===== src/rtl/alu_multicycle_if.sv =====
// Request/response bundle between the issue logic and alu_multicycle.
// The master drives the operands and start_i; the slave returns the result and busy_o.
interface alu_multicycle_if #(
    parameter int WIDTH = 32
);
    logic             start_i;
    logic [2:0]       ALUCtrl_i;
    logic [WIDTH-1:0] data1_i;
    logic [WIDTH-1:0] data2_i;
    logic [WIDTH-1:0] data_o;
    logic             zero_o;
    logic             valid_o;
    logic             busy_o;

    modport master (
        output start_i, ALUCtrl_i, data1_i, data2_i,
        input  data_o, zero_o, valid_o, busy_o
    );

    modport slave (
        input  start_i, ALUCtrl_i, data1_i, data2_i,
        output data_o, zero_o, valid_o, busy_o
    );
endinterface


===== src/rtl/alu_multicycle.sv =====
// Execute-stage ALU: AND/OR/ADD/SUB in one cycle. When ALU_MUL_EN is defined, MUL is built
// as a WIDTH-step shift-add; without it, code 011 gets the illegal-code response.
module alu_multicycle #(
    parameter int WIDTH = 32
) (
    input logic              clk_i,
    input logic              rst_i,
    alu_multicycle_if.slave  bus
);
    logic [WIDTH-1:0] alu_res;
    logic             sc_fire;
    logic             mul_done;
    logic [WIDTH-1:0] acc_fin;
    logic [WIDTH-1:0] data_q, data_d;
    logic             zero_q, zero_d;
    logic             valid_q, valid_d;

    // Illegal codes, and 011 in the no-MUL build, fall through to a zero result.
    always_comb begin
        alu_res = '0;
        case (bus.ALUCtrl_i)
            3'b000:  alu_res = bus.data1_i & bus.data2_i;
            3'b001:  alu_res = bus.data1_i | bus.data2_i;
            3'b010:  alu_res = bus.data1_i + bus.data2_i;
            3'b110:  alu_res = bus.data1_i + ~bus.data2_i + WIDTH'(1);
            default: alu_res = '0;
        endcase
    end

`ifdef ALU_MUL_EN
    localparam int CW = (WIDTH > 1) ? $clog2(WIDTH) : 1;
    localparam logic [CW-1:0] LAST = CW'(WIDTH - 1);

    typedef enum logic {S_IDLE, S_MUL} state_e;
    state_e state_q, state_d;

    logic [WIDTH-1:0] mcand_q, mcand_d;
    logic [WIDTH-1:0] mplier_q, mplier_d;
    logic [WIDTH-1:0] acc_q, acc_d;
    logic [CW-1:0]    cnt_q, cnt_d;
    logic             mul_start;

    assign mul_start = (state_q == S_IDLE) && bus.start_i && (bus.ALUCtrl_i == 3'b011);
    assign sc_fire   = (state_q == S_IDLE) && bus.start_i && (bus.ALUCtrl_i != 3'b011);
    assign acc_fin   = acc_q + (mplier_q[0] ? mcand_q : '0);
    assign mul_done  = (state_q == S_MUL) && (cnt_q == LAST);
    assign bus.busy_o = (state_q == S_MUL);

    always_ff @(posedge clk_i or negedge rst_i) begin
        if (!rst_i) state_q <= S_IDLE;
        else        state_q <= state_d;
    end

    always_comb begin
        state_d = state_q;
        case (state_q)
            S_IDLE:  if (mul_start) state_d = S_MUL;
            S_MUL:   if (cnt_q == LAST) state_d = S_IDLE;
            default: state_d = S_IDLE;
        endcase
    end

    always_comb begin
        mcand_d  = mcand_q;
        mplier_d = mplier_q;
        acc_d    = acc_q;
        cnt_d    = cnt_q;
        if (mul_start) begin
            mcand_d  = bus.data1_i;
            mplier_d = bus.data2_i;
            acc_d    = '0;
            cnt_d    = '0;
        end else if (state_q == S_MUL) begin
            acc_d    = acc_fin;
            mcand_d  = mcand_q << 1;
            mplier_d = mplier_q >> 1;
            cnt_d    = cnt_q + CW'(1);
        end
    end

    always_ff @(posedge clk_i or negedge rst_i) begin
        if (!rst_i) begin
            mcand_q  <= '0;
            mplier_q <= '0;
            acc_q    <= '0;
            cnt_q    <= '0;
        end else begin
            mcand_q  <= mcand_d;
            mplier_q <= mplier_d;
            acc_q    <= acc_d;
            cnt_q    <= cnt_d;
        end
    end
`else
    assign sc_fire    = bus.start_i;
    assign mul_done   = 1'b0;
    assign acc_fin    = '0;
    assign bus.busy_o = 1'b0;
`endif

    always_comb begin
        data_d  = data_q;
        zero_d  = zero_q;
        valid_d = 1'b0;
        if (sc_fire) begin
            data_d  = alu_res;
            zero_d  = (alu_res == '0);
            valid_d = 1'b1;
        end else if (mul_done) begin
            data_d  = acc_fin;
            zero_d  = (acc_fin == '0);
            valid_d = 1'b1;
        end
    end

    always_ff @(posedge clk_i or negedge rst_i) begin
        if (!rst_i) begin
            data_q  <= '0;
            zero_q  <= 1'b1;
            valid_q <= 1'b0;
        end else begin
            data_q  <= data_d;
            zero_q  <= zero_d;
            valid_q <= valid_d;
        end
    end

    assign bus.data_o  = data_q;
    assign bus.zero_o  = zero_q;
    assign bus.valid_o = valid_q;
endmodule

===== src/flat_wrapper.sv =====
// flat-port wrapper written by rule: the top's interface ports become plain ports
module alu_multicycle_flat 
#(
    parameter int WIDTH = 32
)
  (clk_i, rst_i, bus_start_i, bus_ALUCtrl_i, bus_data1_i, bus_data2_i, bus_data_o, bus_zero_o, bus_valid_o, bus_busy_o);
  alu_multicycle_if #(.WIDTH(WIDTH)) bus_i ();
  input logic clk_i;
  input logic rst_i;
  input wire logic [$bits(bus_i.start_i)-1:0] bus_start_i;
  input wire logic [$bits(bus_i.ALUCtrl_i)-1:0] bus_ALUCtrl_i;
  input wire logic [$bits(bus_i.data1_i)-1:0] bus_data1_i;
  input wire logic [$bits(bus_i.data2_i)-1:0] bus_data2_i;
  output wire logic [$bits(bus_i.data_o)-1:0] bus_data_o;
  output wire logic [$bits(bus_i.zero_o)-1:0] bus_zero_o;
  output wire logic [$bits(bus_i.valid_o)-1:0] bus_valid_o;
  output wire logic [$bits(bus_i.busy_o)-1:0] bus_busy_o;
  assign bus_i.start_i = bus_start_i;
  assign bus_i.ALUCtrl_i = bus_ALUCtrl_i;
  assign bus_i.data1_i = bus_data1_i;
  assign bus_i.data2_i = bus_data2_i;
  assign bus_data_o = bus_i.data_o;
  assign bus_zero_o = bus_i.zero_o;
  assign bus_valid_o = bus_i.valid_o;
  assign bus_busy_o = bus_i.busy_o;
  alu_multicycle #(.WIDTH(WIDTH)) u_core (.clk_i(clk_i), .rst_i(rst_i), .bus(bus_i));
endmodule

===== config.mk =====
export PLATFORM = sky130hd
export DESIGN_NAME = alu_multicycle_flat
export DESIGN_NICKNAME = d
export VERILOG_FILES = /design/src/rtl/alu_multicycle_if.sv /design/src/rtl/alu_multicycle.sv /design/src/flat_wrapper.sv
export SDC_FILE = /design/constraint.sdc
export NUM_CORES = 1
export LEC_CHECK = 0
export CAP_MARGIN = 15
export CORE_UTILIZATION = 45
export DETAILED_ROUTE_END_ITERATION = 6
export HOLD_SLACK_MARGIN = 0.05
export PLACE_DENSITY = 0.69
export REMOVE_ABC_BUFFERS = 1
export SYNTH_ARGS = -nofsm -noshare
export SYNTH_HDL_FRONTEND = slang
export SYNTH_SLANG_ARGS = --single-unit

===== constraint.sdc =====
create_clock -name clk_i -period 0.99 [get_ports clk_i]
set_input_delay 0.1485 -clock clk_i [delete_from_list [all_inputs] [get_ports clk_i]]
set_output_delay 0.1485 -clock clk_i [all_outputs]
set_load 0.02 [all_outputs]

==> results of run 1 <==
## what timing repair did
item                                    4_1_cts
hold buffers                                  1
resized for setup                           617
endpoints found under the setup margin       67
pin swaps                                   150
setup buffers                                94
endpoints found under the hold margin        33
## synth_stat cells (3+ instances only)
master | instances | area, um2
o21ai_1 | 4 | 20.0
buf_1 | 7 | 26.3
nand4_1 | 19 | 119
a311oi_1 | 4 | 35.0
clkbuf_1 | 27 | 101
o22ai_1 | 8 | 50.1
buf_4 | 5 | 37.5
a21o_1 | 12 | 90.1
or3_1 | 8 | 50.1
mux2_2 | 4 | 45.0
buf_2 | 11 | 55.1
dfrtp_1 | 33 | 826
nor2b_1 | 10 | 62.6
inv_1 | 92 | 345
o31ai_1 | 15 | 113
ha_1 | 104 | 1300
a21oi_1 | 104 | 521
o21a_1 | 5 | 37.5
or2_2 | 4 | 25.0
o211ai_1 | 11 | 82.6
nor3b_1 | 4 | 30.0
o31a_1 | 7 | 61.3
a22oi_1 | 4 | 30.0
nand2b_1 | 9 | 56.3
nor3_1 | 13 | 65.1
o21bai_1 | 3 | 22.5
a211oi_1 | 22 | 165
xnor2_1 | 21 | 184
nor2_1 | 93 | 349
o21ai_0 | 45 | 225
a2111oi_0 | 5 | 43.8
a31oi_1 | 7 | 43.8
nand2_1 | 46 | 173
nand3b_1 | 3 | 22.5
mux2i_1 | 9 | 90.1
nand3_1 | 13 | 65.1
xor2_1 | 7 | 61.3
## through the flow
stage / worst slack (ns) / area (um2) / std cells
after floorplan: -2.11 / 6020 / 802
after global placement: -3.00 / 9880 / 1428
after detailed placement: -3.03 / 9880 / 1428
after CTS: -2.10 / 11800 / 1513
## per-layer routing
layer | global-route usage [%] | overflow
met1 | 71.4 | 0
met2 | 89.1 | 0
met3 | 54.1 | 0
met4 | 69.5 | 4
met5 | 17.3 | 0
## cell families after synthesis
group | count (synthesis) | synth area share, %
AO/OA/AOI/OAI | 291 | 30.9
buffers and inverters | 146 | 9.32
adder cells (fa/ha/maj) | 106 | 21.5
other | 1 | 0.0601
XOR/XNOR | 28 | 3.93
AND/OR/NAND/NOR | 234 | 18.5
flip-flops | 34 | 13.6
multiplexers | 13 | 2.16
==> reports/summary.txt, run 1 <==
status - aborted with a tool error
Stop stage - 5_1_grt
tool error - [ERROR GRT-0232] Routing congestion too high. Check the congestion heatmap in the GUI.
Post-synth EDFFs - 0
Root Driver - clkbuf_16
kind of the worst endpoint - sequential cell input
die height - 120 um
largest net degree at the start of global routing - 58
Async SR Flop Fraction - 100%
RePlAce Congestion - 1.03
PortBufs - 103
Cells after Synth - 853
DP HPWL - 20.8 mm
Main synth FF type - dfrtp_1
Die W - 120 um
IO Count - 105
Num CTS Buffers - 5
GRT overflow - 4
Starting Density - 46.6%
Warnings, synthesis - 0
clock net sink count - 34
Syn Std Cell Area - 0.00624 mm2
Yosys cell types - 83
Crit. endpoint post-GRT repair - u_core.bus.zero_o$_DFFE_PN1P_/D
Cell Rows - 42
H-tree depth - 2
Yosys reg bits - 34
syn avg cell area - 7.32 um2
GRT Util Overall - 70.9%
clock tree buffer depth - 2
Seq/Total Area, Yosys - 13.6%
==> run 2, diff against run 1 <==
--- a/config.mk
+++ b/config.mk
@@ -6,10 +6,9 @@
 export NUM_CORES = 1
 export LEC_CHECK = 0
 export CAP_MARGIN = 15
-export CORE_UTILIZATION = 45
+export CORE_UTILIZATION = 30
 export DETAILED_ROUTE_END_ITERATION = 6
-export HOLD_SLACK_MARGIN = 0.05
-export PLACE_DENSITY = 0.69
+export PLACE_DENSITY_LB_ADDON = 0.15
 export REMOVE_ABC_BUFFERS = 1
 export SYNTH_ARGS = -nofsm -noshare
 export SYNTH_HDL_FRONTEND = slang
==> run 2 against run 1 <==
Against the previous run:
- the flow now finishes, with violations (negative setup slack)
- area after synthesis did not move
- synthesized cell count is the same
==> reports/summary.txt, run 2 <==
max_cap viols - 0
Yosys cell types - 83 (unchanged)
Worst-Skew Late Latency - 0.29 ns
final hold vios - 0
Final Non-Filler Cells - 1,601
Layout Nets - 1,506
max reg flops - 32
post-layout util - 60.7%
P&R area growth vs syn - 97.4%
RSZ-0062 raised after global routing - true
worst hold margin - 0.316 ns
Root Driver - clkbuf_16
GRT Util Overall - 25.9%
final WL - 29.1 mm
die height - 146 um (+22%)
Synth area leader - ha_1
power per cell area - 900 mW/mm2
Worst EP arrival - 3.35 ns
Setup-failing EPs final - 40
Num CTS Buffers - 5 (unchanged)
Post-route DRC - 0
Tcrit/Tclk final - 315%
cell depth of the worst flop-to-flop path - 2
Peak VDD IR - 0.609 mV
Setup Skew - 0 ns
Starting Density - 30.8% (-16 points)
slew margin rel. - 50.3%
Warnings, synthesis - 0 (unchanged)
IO Count - 105 (unchanged)
Design Area, Final - 0.0123 mm2
initial antenna violation count - 0
static leakage - 5.68 nW
full die area - 0.0214 mm2
syn avg cell area - 7.32 um2 (unchanged)
pin slew with the least headroom to its limit - 0.746 ns
Max stage delay on crit path - 0.38 ns
largest net degree at the start of global routing - 58
DR pass1 iterations - 6
number of global-route vias before repair - 8,283
Main synth FF type - dfrtp_1
DRT iter0 DRCs - 613
Hold Crit Class - in2reg
Critical Path RT - 1.22 ns
Cells after Synth - 853 (unchanged)
commonest non-fill, non-tap cell in the layout - buf_4
critical path peak fanout - 4
area share of the leading cell type in the synthesized netlist - 20.8% (unchanged)
layout cell share with drive strength beyond 1 - 57.5%
first-pass GRT wire length - 43.8 mm
Die W - 146 um (+22%)
critical path type - in2reg
H-tree depth - 2 (unchanged)
hold depth - 5
cell total after placement - 1,508 (+5.6%)
Commonest cells post-synth - a21oi_1, ha_1, nor2_1
commonest non-fill, non-tap cells in the layout - buf_4, nor2_1, buf_6, ha_1, inv_1
Cell Rows - 52 (+24%)
Period minus WS final - 3.12 ns
post-route ant nets - 0
core area - 0.0203 mm2
clock tree buffer depth - 2 (unchanged)
Placed Area - 0.00989 mm2 (+0.10%)
ant diodes - 0
final setup margin - -2.13 ns
Post-synth EDFFs - 0 (unchanged)
WL/cell - 18.2 um
Startpoint Class - input port
PortBufs - 103 (unchanged)
cells along the critical path - buf_8 -> buf_4 -> ha_4 -> inv_4 -> fa_2 -> nand2b_4 -> a211oi_2 -> a211oi_2 -> o31a_1 -> o21ai_2 -> a21oi_2 -> or3_1 -> o211ai_1 -> xnor2_1 -> o22ai_2 -> a2111oi_2 -> a32o_1
Yosys reg bits - 34 (unchanged)
Async SR Flop Fraction - 100% (unchanged)
DP HPWL - 21.2 mm (+1.9%)
Seq/Total Area, Yosys - 13.6% (unchanged)
Syn Std Cell Area - 0.00624 mm2 (unchanged)
FF-to-FF End - u_core.bus.data_o[19]$_DFFE_PN0P_
vias per cell - 5.13
clock net sink count - 34 (unchanged)
CTS tree - built
Worst-path clk slew - 0.06 ns
slowest CP cell - o31a_1
GRT overflow - 0
Hold Startpoint - bus_start_i
Pwr Total - 11.1 mW
final slew viol count - 0
most frequent cell on the critical path - a211oi_2
Reg2Reg Setup Slack - 0.04 ns
vias after detailed routing - 8,215
RePlAce Congestion - 0.931 (-9.8%)
largest cells by area after synthesis - ha_1, dfrtp_1, a21oi_1
Hold Path Sink - u_core.bus.data_o[6]$_DFFE_PN0P_
failing checks - negative setup slack
FF-to-FF Start - u_core.bus.data_o[19]$_DFFE_PN0P_
CP endpoint kind - register
status - finished with violations
fmax - 321 MHz
[run 2: what timing repair did]
item / 4_1_cts / 5_1_grt
hold endpoints to repair: 33 / 0
pin swaps: 122 / 87
resized for setup: 575 / 154
hold buffers: 1 / 0
setup buffers: 69 / 32
setup endpoints to repair: 66 / 60
[run 2: area by class of cell]
cell class / count / area, um2
flip-flops and latches: 34 / 853
clock inverters: 1 / 30.0
clock buffers: 7 / 133
inverters: 95 / 384
multi-input cells: 673 / 6270
repair buffers: 521 / 4320
fillers: 1841 / 7980
well taps: 270 / 338
[run 2: worst max path at each step]
stage / startpoint / endpoint / slack (ns) / cells past startpoint
floorplan: bus_data1_i[0] / u_core.bus.zero_o$_DFFE_PN1P_ / -2.11 / 16
global placement: bus_data2_i[0] / u_core.bus.zero_o$_DFFE_PN1P_ / -2.92 / 17
detailed placement: bus_data1_i[0] / u_core.bus.zero_o$_DFFE_PN1P_ / -3.01 / 19
CTS: bus_data1_i[0] / u_core.bus.zero_o$_DFFE_PN1P_ / -2.06 / 17
global route: bus_data1_i[0] / u_core.bus.zero_o$_DFFE_PN1P_ / -2.26 / 17
finish: bus_data1_i[0] / u_core.bus.zero_o$_DFFE_PN1P_ / -2.13 / 17
[run 2: routing by layer]
layer | part of all wire, % | track usage, %
met4 | 3.1 | 8.39
met5 | 0 | 0
met3 | 3.9 | 2.91
met2 | 49 | 45.3
met1 | 44 | 32.9
[run 2: through the flow]
step           setup WS (ns)  setup TNS, ns
2_1_floorplan          -2.11         -39.53
3_3_place_gp           -2.92         -74.32
3_5_place_dp           -3.01         -74.66
4_1_cts                -2.06         -43.46
5_1_grt                -2.26         -49.14
6_report               -2.13         -46.53
[run 2: kinds of logic after synthesis]
family	after synthesis	share of synthesized area, %
simple gates	234	18.5
xor+xnor	28	3.93
other cells	1	0.0601
mux	13	2.16
fa+ha+maj	106	21.5
flops	34	13.6
buf+inv	146	9.32
compound gates	291	30.9
[run 2: report_power, final]
group	internal (mW)	switching (mW)	leakage, nW	total [mW]
logic	3.82	3.67	5.19	7.49
registers	1.57	0.135	0.405	1.70
clock network	1.19	0.710	0.0781	1.90
total	6.58	4.51	5.68	11.1
[run 2: critical path: cells and delay by family]
kind / cells / cell delay, ns
XOR/XNOR: 1 / 0.16
AND/OR/NAND/NOR: 2 / 0.47
adder cells (fa/ha/maj): 2 / 0.51
AO/OA/AOI/OAI: 9 / 1.80
buffers and inverters: 3 / 0.23
(Power assumes the default switching activity.)
==> run 3, diff against run 2 <==
==> constraint.sdc (replaced) <==
create_clock -name clk_i -period 0.99 [get_ports clk_i]
set_input_delay 0.1485 -clock clk_i [delete_from_list [all_inputs] [get_ports clk_i]]
set_output_delay 0.1485 -clock clk_i [all_outputs]
set_load 0.05 [all_outputs]
==> run 3 against run 2 <==
Against the previous run:
- utilization fell by 0.64 points
- sequential cell count unchanged
- combinational power up 5.2%
- the flow still finishes with violations (negative setup slack)
- sequential share of layout area is 0.084 points higher
- sequential power rose by 4%
- critical path depth decreased by 3
- largest cell class unchanged
- clock skew is the same
==> reports/summary.txt, run 3 (synthesis results as in run 2) <==
static leakage - 5.61 nW (-1.2%)
area of the multi-input gates - 0.00615 mm2 (-1.9%)
final slew viol count - 0 (unchanged)
Post-route DRC - 0 (unchanged)
die height - 146 um (unchanged)
ant diodes - 0 (unchanged)
slowest CP cell - or4b_4
Worst-Skew Late Latency - 0.28 ns (about the same)
Setup TNS - -44.33 ns (+2.20 ns)
Starting Density - 30.8% (unchanged)
vias after detailed routing - 8,077 (-1.7%)
max reg flops - 32 (unchanged)
H-tree depth - 2 (unchanged)
IO Count - 105 (unchanged)
Critical Path RT - 1.21 ns (about the same)
RSZ-0062 raised after global routing - true
Peak VDD IR - 0.641 mV (+5.3%)
Die W - 146 um (unchanged)
failing checks - negative setup slack
Cell Rows - 52 (unchanged)
fillcell total - 1,820 (-1.1%)
final hold vios - 0 (unchanged)
Pwr Total - 11.3 mW (+2.1%)
GRT Util Overall - 25.3% (-0.52 points)
number of global-route vias before repair - 7,943 (-4.1%)
Startpoint Class - input port
post-layout util - 60.1% (-0.64 points)
vias per cell - 5.14 (+0.26%)
Int Pwr - 6.52 mW (-0.87%)
fmax - 318 MHz (-0.91%)
Hold Crit Class - in2async
pin slew with the least headroom to its limit - 0.698 ns (-0.0479 ns)
GRT overflow - 0 (unchanged)
commonest non-fill, non-tap cell in the layout - buf_4
slew margin rel. - 52.3% (+2.0 points)
Max stage delay on crit path - 0.49 ns (+0.11 ns)
part of the power in the clock network - 14.7% (-2.5 points)
final WL - 28.0 mm (-3.7%)
Reg area - 855 um2 (+0.15%)
critical path peak fanout - 3 (-1)
Setup Skew - 0 ns (unchanged)
RePlAce Congestion - 0.920 (-1.2%)
final setup margin - -2.16 ns (-0.0286 ns)
Detail Route met3 WL - 1.25 mm (+9.5%)
first-pass GRT wire length - 42.8 mm (-2.5%)
Worst-path clk slew - 0.06 ns (about the same)
max_cap viols - 0 (unchanged)
Num CTS Buffers - 5 (unchanged)
Worst EP arrival - 3.37 ns (+0.02 ns)
CP endpoint kind - register
PortBufs - 103 (unchanged)
commonest non-fill, non-tap cells in the layout - buf_4, nor2_1, ha_1, inv_1, a21oi_2
Tcrit/Tclk final - 318% (+2.9 points)
largest net degree at the start of global routing - 58 (unchanged)
full die area - 0.0214 mm2 (unchanged)
DR WL met2 - 13.9 mm (-2.1%)
core area - 0.0203 mm2 (unchanged)
Root Driver - clkbuf_16
P_sw - 4.80 mW (+6.3%)
WL/cell - 17.9 um (-1.8%)
initial antenna violation count - 0 (unchanged)
Layout Nets - 1,475 (-2.1%)
Highest Signal Layer - met4
cells along the critical path - clkdlybuf4s50_1 -> buf_4 -> ha_4 -> a2111oi_4 -> buf_4 -> or4b_4 -> nand3_2 -> nor4b_4 -> o41a_1 -> o32ai_2 -> xor2_1 -> o22ai_2 -> a2111oi_4 -> a32o_2
clock tree buffer depth - 2 (unchanged)
Setup-failing EPs final - 65 (+63%)
Period minus WS final - 3.15 ns (+0.0286 ns)
Reg power frac - 15.6% (+0.3 points)
CTS tree - built
status - finished with violations
post-route ant nets - 0 (unchanged)
critical path type - in2reg
met1 wire length - 12.1 mm (-5.8%)
Sw Share - 42.4% (+1.7 points)
Gate power share - 69.6% (+2.1 points)
power per cell area - 928 mW/mm2 (+3.2%)
DP HPWL - 21.9 mm (+3.1%)
DR pass1 iterations - 5 (-1)
P&R area growth vs syn - 95.3%
layout cell share with drive strength beyond 1 - 54.5% (-3.0 points)
clock net sink count - 34 (unchanged)
DRT iter0 DRCs - 356 (-42%)
## run 3: repair_timing
item | 4_1_cts | 5_1_grt
gates resized for setup | 296 | 165
hold buffers | 1 | 0
pin swaps | 103 | 91
hold endpoints to repair | 8 | 0
setup endpoints to repair | 66 | 67
setup buffers | 45 | 24
## run 3: cell type report
type                       count  area share, %
multi-input combinational    673           50.4
clock buffer                   8           1.20
timing repair buffer         490           35.6
tap                          270           2.77
sequential                    34           7.01
inverter                      95           3.01
## run 3: critical path: cells and delay by family
family | cells | cell delay, ns
and+or+nand+nor | 3 | 0.83
xor gates and xnor gates | 1 | 0.19
AOI/OAI and AO/OA | 6 | 1.26
adders and majority gates | 1 | 0.17
buffers and inverters | 3 | 0.75
## run 3: path summary, 6_finish.rpt
check / from / to / slack (ns) / cells past startpoint
min in group clk_i: bus_start_i / u_core.bus.data_o[6]$_DFFE_PN0P_ / 0.35 / 5
max in group asynchronous: rst_i / u_core.bus.data_o[12]$_DFFE_PN0P_ / 0.24 / 3
max reg2reg: u_core.bus.data_o[19]$_DFFE_PN0P_ / u_core.bus.data_o[19]$_DFFE_PN0P_ / 0.05 / 2
min reg2reg: u_core.bus.data_o[11]$_DFFE_PN0P_ / u_core.bus.data_o[11]$_DFFE_PN0P_ / 0.55 / 1
min: rst_i / u_core.bus.data_o[25]$_DFFE_PN0P_ / 0.28 / 2
max: bus_data1_i[14] / u_core.bus.zero_o$_DFFE_PN1P_ / -2.16 / 14
## run 3: stage by stage
step	cell area [um2]	hold WS [ns]	worst slack, ns	cells
after CTS	11600	0.283	-2.12	1557
after floorplan	6020	-0.147	-2.11	802
final	12200	0.283	-2.16	1570
after detailed placement	10300	0.0513	-3.07	1509
after global placement	10300	0.0537	-2.99	1509
after global routing	12200	0.303	-2.30	1570
## run 3: metal layers
layer | GRT usage (%) | up-vias
li1 | - | 3928
met1 | 32.5 | 3859
met2 | 44.7 | 235
met3 | 2.53 | 55
met4 | 7.19 | 0
met5 | 0 | -
## run 3: power by group through the flow
stage | clock (mW) | sequential, mW | combinational [mW]
6_report | 1.67 | 1.77 | 7.88
4_1_cts | 1.70 | 1.77 | 7.27
3_3_place_gp | 0 | 1.78 | 6.43
3_5_place_dp | 0 | 1.79 | 6.43
2_1_floorplan | 0 | 2.30 | 2.27
5_1_grt | 1.75 | 1.79 | 8.37
==> RTL edit (config.mk and constraints of run 2) <==
Build with the macro `ALU_MUL_EN` defined.
--- a/src/rtl/alu_multicycle.sv
+++ b/src/rtl/alu_multicycle.sv
@@ -1,5 +1,7 @@
 // Execute-stage ALU: AND/OR/ADD/SUB in one cycle. When ALU_MUL_EN is defined, MUL is built
 // as a WIDTH-step shift-add; without it, code 011 gets the illegal-code response.
+`define ALU_MUL_EN
+
 module alu_multicycle #(
     parameter int WIDTH = 32
 ) (
Check against the original RTL: not equivalent (Yosys sat finds a counterexample within 4 cycles, from zero or initial values and one cycle with rst_i low).
==> RTL edit against run 2 <==
The run still ends with negative setup slack left. Synthesized cell count rose by 91%. Synthesized area increased by 110%. Routed wire length is 110% higher. Clock skew increased by 0.013 ns. Cell area grew 88%. Combinational power increased to 3.4 times the old value. Die area grew 110%. Worst setup slack worse by 0.42 ns. First-iteration DRC count up 81%. Sequential cell count increased by 102. Power grew to 3.7 times the old value. Critical path type is now reg -> reg. Largest cell class unchanged.
==> RTL edit: results (changes against run 2) <==
status complete, but fails checks; failing checks negative setup slack; post-layout net count 2607 (+73%); R2R Path Start u_core.mplier_q[0]$_DFFE_PN0P_; post-synthesis cell type count 82 (-1.2%); Pint 0.0242 W (+270%); mux share of post-synthesis cell area 0.0172 (-0.00441); skew final 0.0126 ns (+0.0126 ns); pin count of the biggest net entering global routing 104 (+79%); design area 23200 µm² (+88%); most instantiated cells after synthesis nand2_1 (167), nor2_1 (160), dfrtp_1 (135); Hold Slack 0.0958 ns (-0.220 ns); WL final 61.5 mm (+110%); Post-Synth Adder-Cell Area 0.133 (-0.0814); Syn Inst Count 1625 (+91%); first-pass GRT wire length 89.7 mm (+100%); Final setup viols 171 (+330%); min-delay src bus_data1_i[0]; max incr delay on CP 0.40 ns (+0.02 ns); wire length per cell 20.8 µm (+14%); Synth Area in Compound Gates 0.291 (-0.0188); post-synthesis xor/xnor area fraction 0.0285 (-0.0108); CTS H-Tree Depth 4 (+2); layout cells sized above 1 0.475 (-0.0994); area post-placement 19200 µm² (+94%); drt first pass iters 5 (-1); Synth area leaders dfrtp_1 (26%), ha_1 (13%), a221o_1 (5.4%), nand2_1 (4.9%), nor2_1 (4.6%); number of global-route vias before repair 15600 (+88%); VDD IR max 1.30 mV (+110%); CP max-delay cell fa_2; number of cells after detailed placement 2810 (+86%); Initial DRC Count 1110 (+81%); Hold Path Sink u_core.mcand_q[0]$_DFFE_PN0P_; Final WS setup -2.54 ns (-0.417 ns); Total GRT Usage 0.266 (+0.00790); Worst Path Arrival 3.90 ns (+0.55 ns); Critical Path Fanout Max 2 (-2); hold depth 4 (-1); depth of the most critical reg-to-reg path 16 (+14); Design Power 0.0411 W (+270%)
[RTL edit: cell types whose count changed after synthesis, moves of 22 or more]
cell and change:
and2_1 +42, ha_1 +29, a221o_1 +70, dfrtp_1 +102, o21ai_0 +59, nor2_1 +67, a22oi_1 +22, clkbuf_1 +48
nand2_1 +121
[RTL edit: area by class of cell]
cell class                 count  area share
tap                          539      0.0291
inverter                     116      0.0192
sequential                   136       0.147
antenna                        2    0.000216
clock inverter                14     0.00486
clock buffer                  17      0.0184
multi-input combinational   1281       0.460
timing repair buffer         849       0.321
[RTL edit: worst max path at each step]
| stage | start | to | slack (ns) | cells after the start |
|---|---|---|---|---|
| floorplan | u_core.bus.busy_o$_DFF_PN0_ | u_core.mcand_q[10]$_DFFE_PN0P_ | -4.67 | 5 |
| global placement | bus_data2_i[4] | u_core.bus.zero_o$_DFFE_PN1P_ | -3.15 | 14 |
| detailed placement | bus_data2_i[4] | u_core.bus.zero_o$_DFFE_PN1P_ | -3.19 | 14 |
| CTS | u_core.mcand_q[0]$_DFFE_PN0P_ | u_core.bus.zero_o$_DFFE_PN1P_ | -2.54 | 16 |
| global route | u_core.mcand_q[0]$_DFFE_PN0P_ | u_core.bus.zero_o$_DFFE_PN1P_ | -2.73 | 16 |
| finish | u_core.mplier_q[0]$_DFFE_PN0P_ | u_core.bus.zero_o$_DFFE_PN1P_ | -2.54 | 16 |
[RTL edit: metal layers]
layer  track usage  share of wire  up-vias
met4        0.0715          0.021        2
li1              -              -     7500
met3        0.0398          0.051       75
met1         0.365           0.46     7737
met5             0        0.00021        -
met2         0.436           0.47      424
[RTL edit: tightest hold or removal path, cell delays in order]
cell and delay [ns]:
buf_2 0.12, inv_1 0.07, buf_4 0.12, o21ai_1 0.06
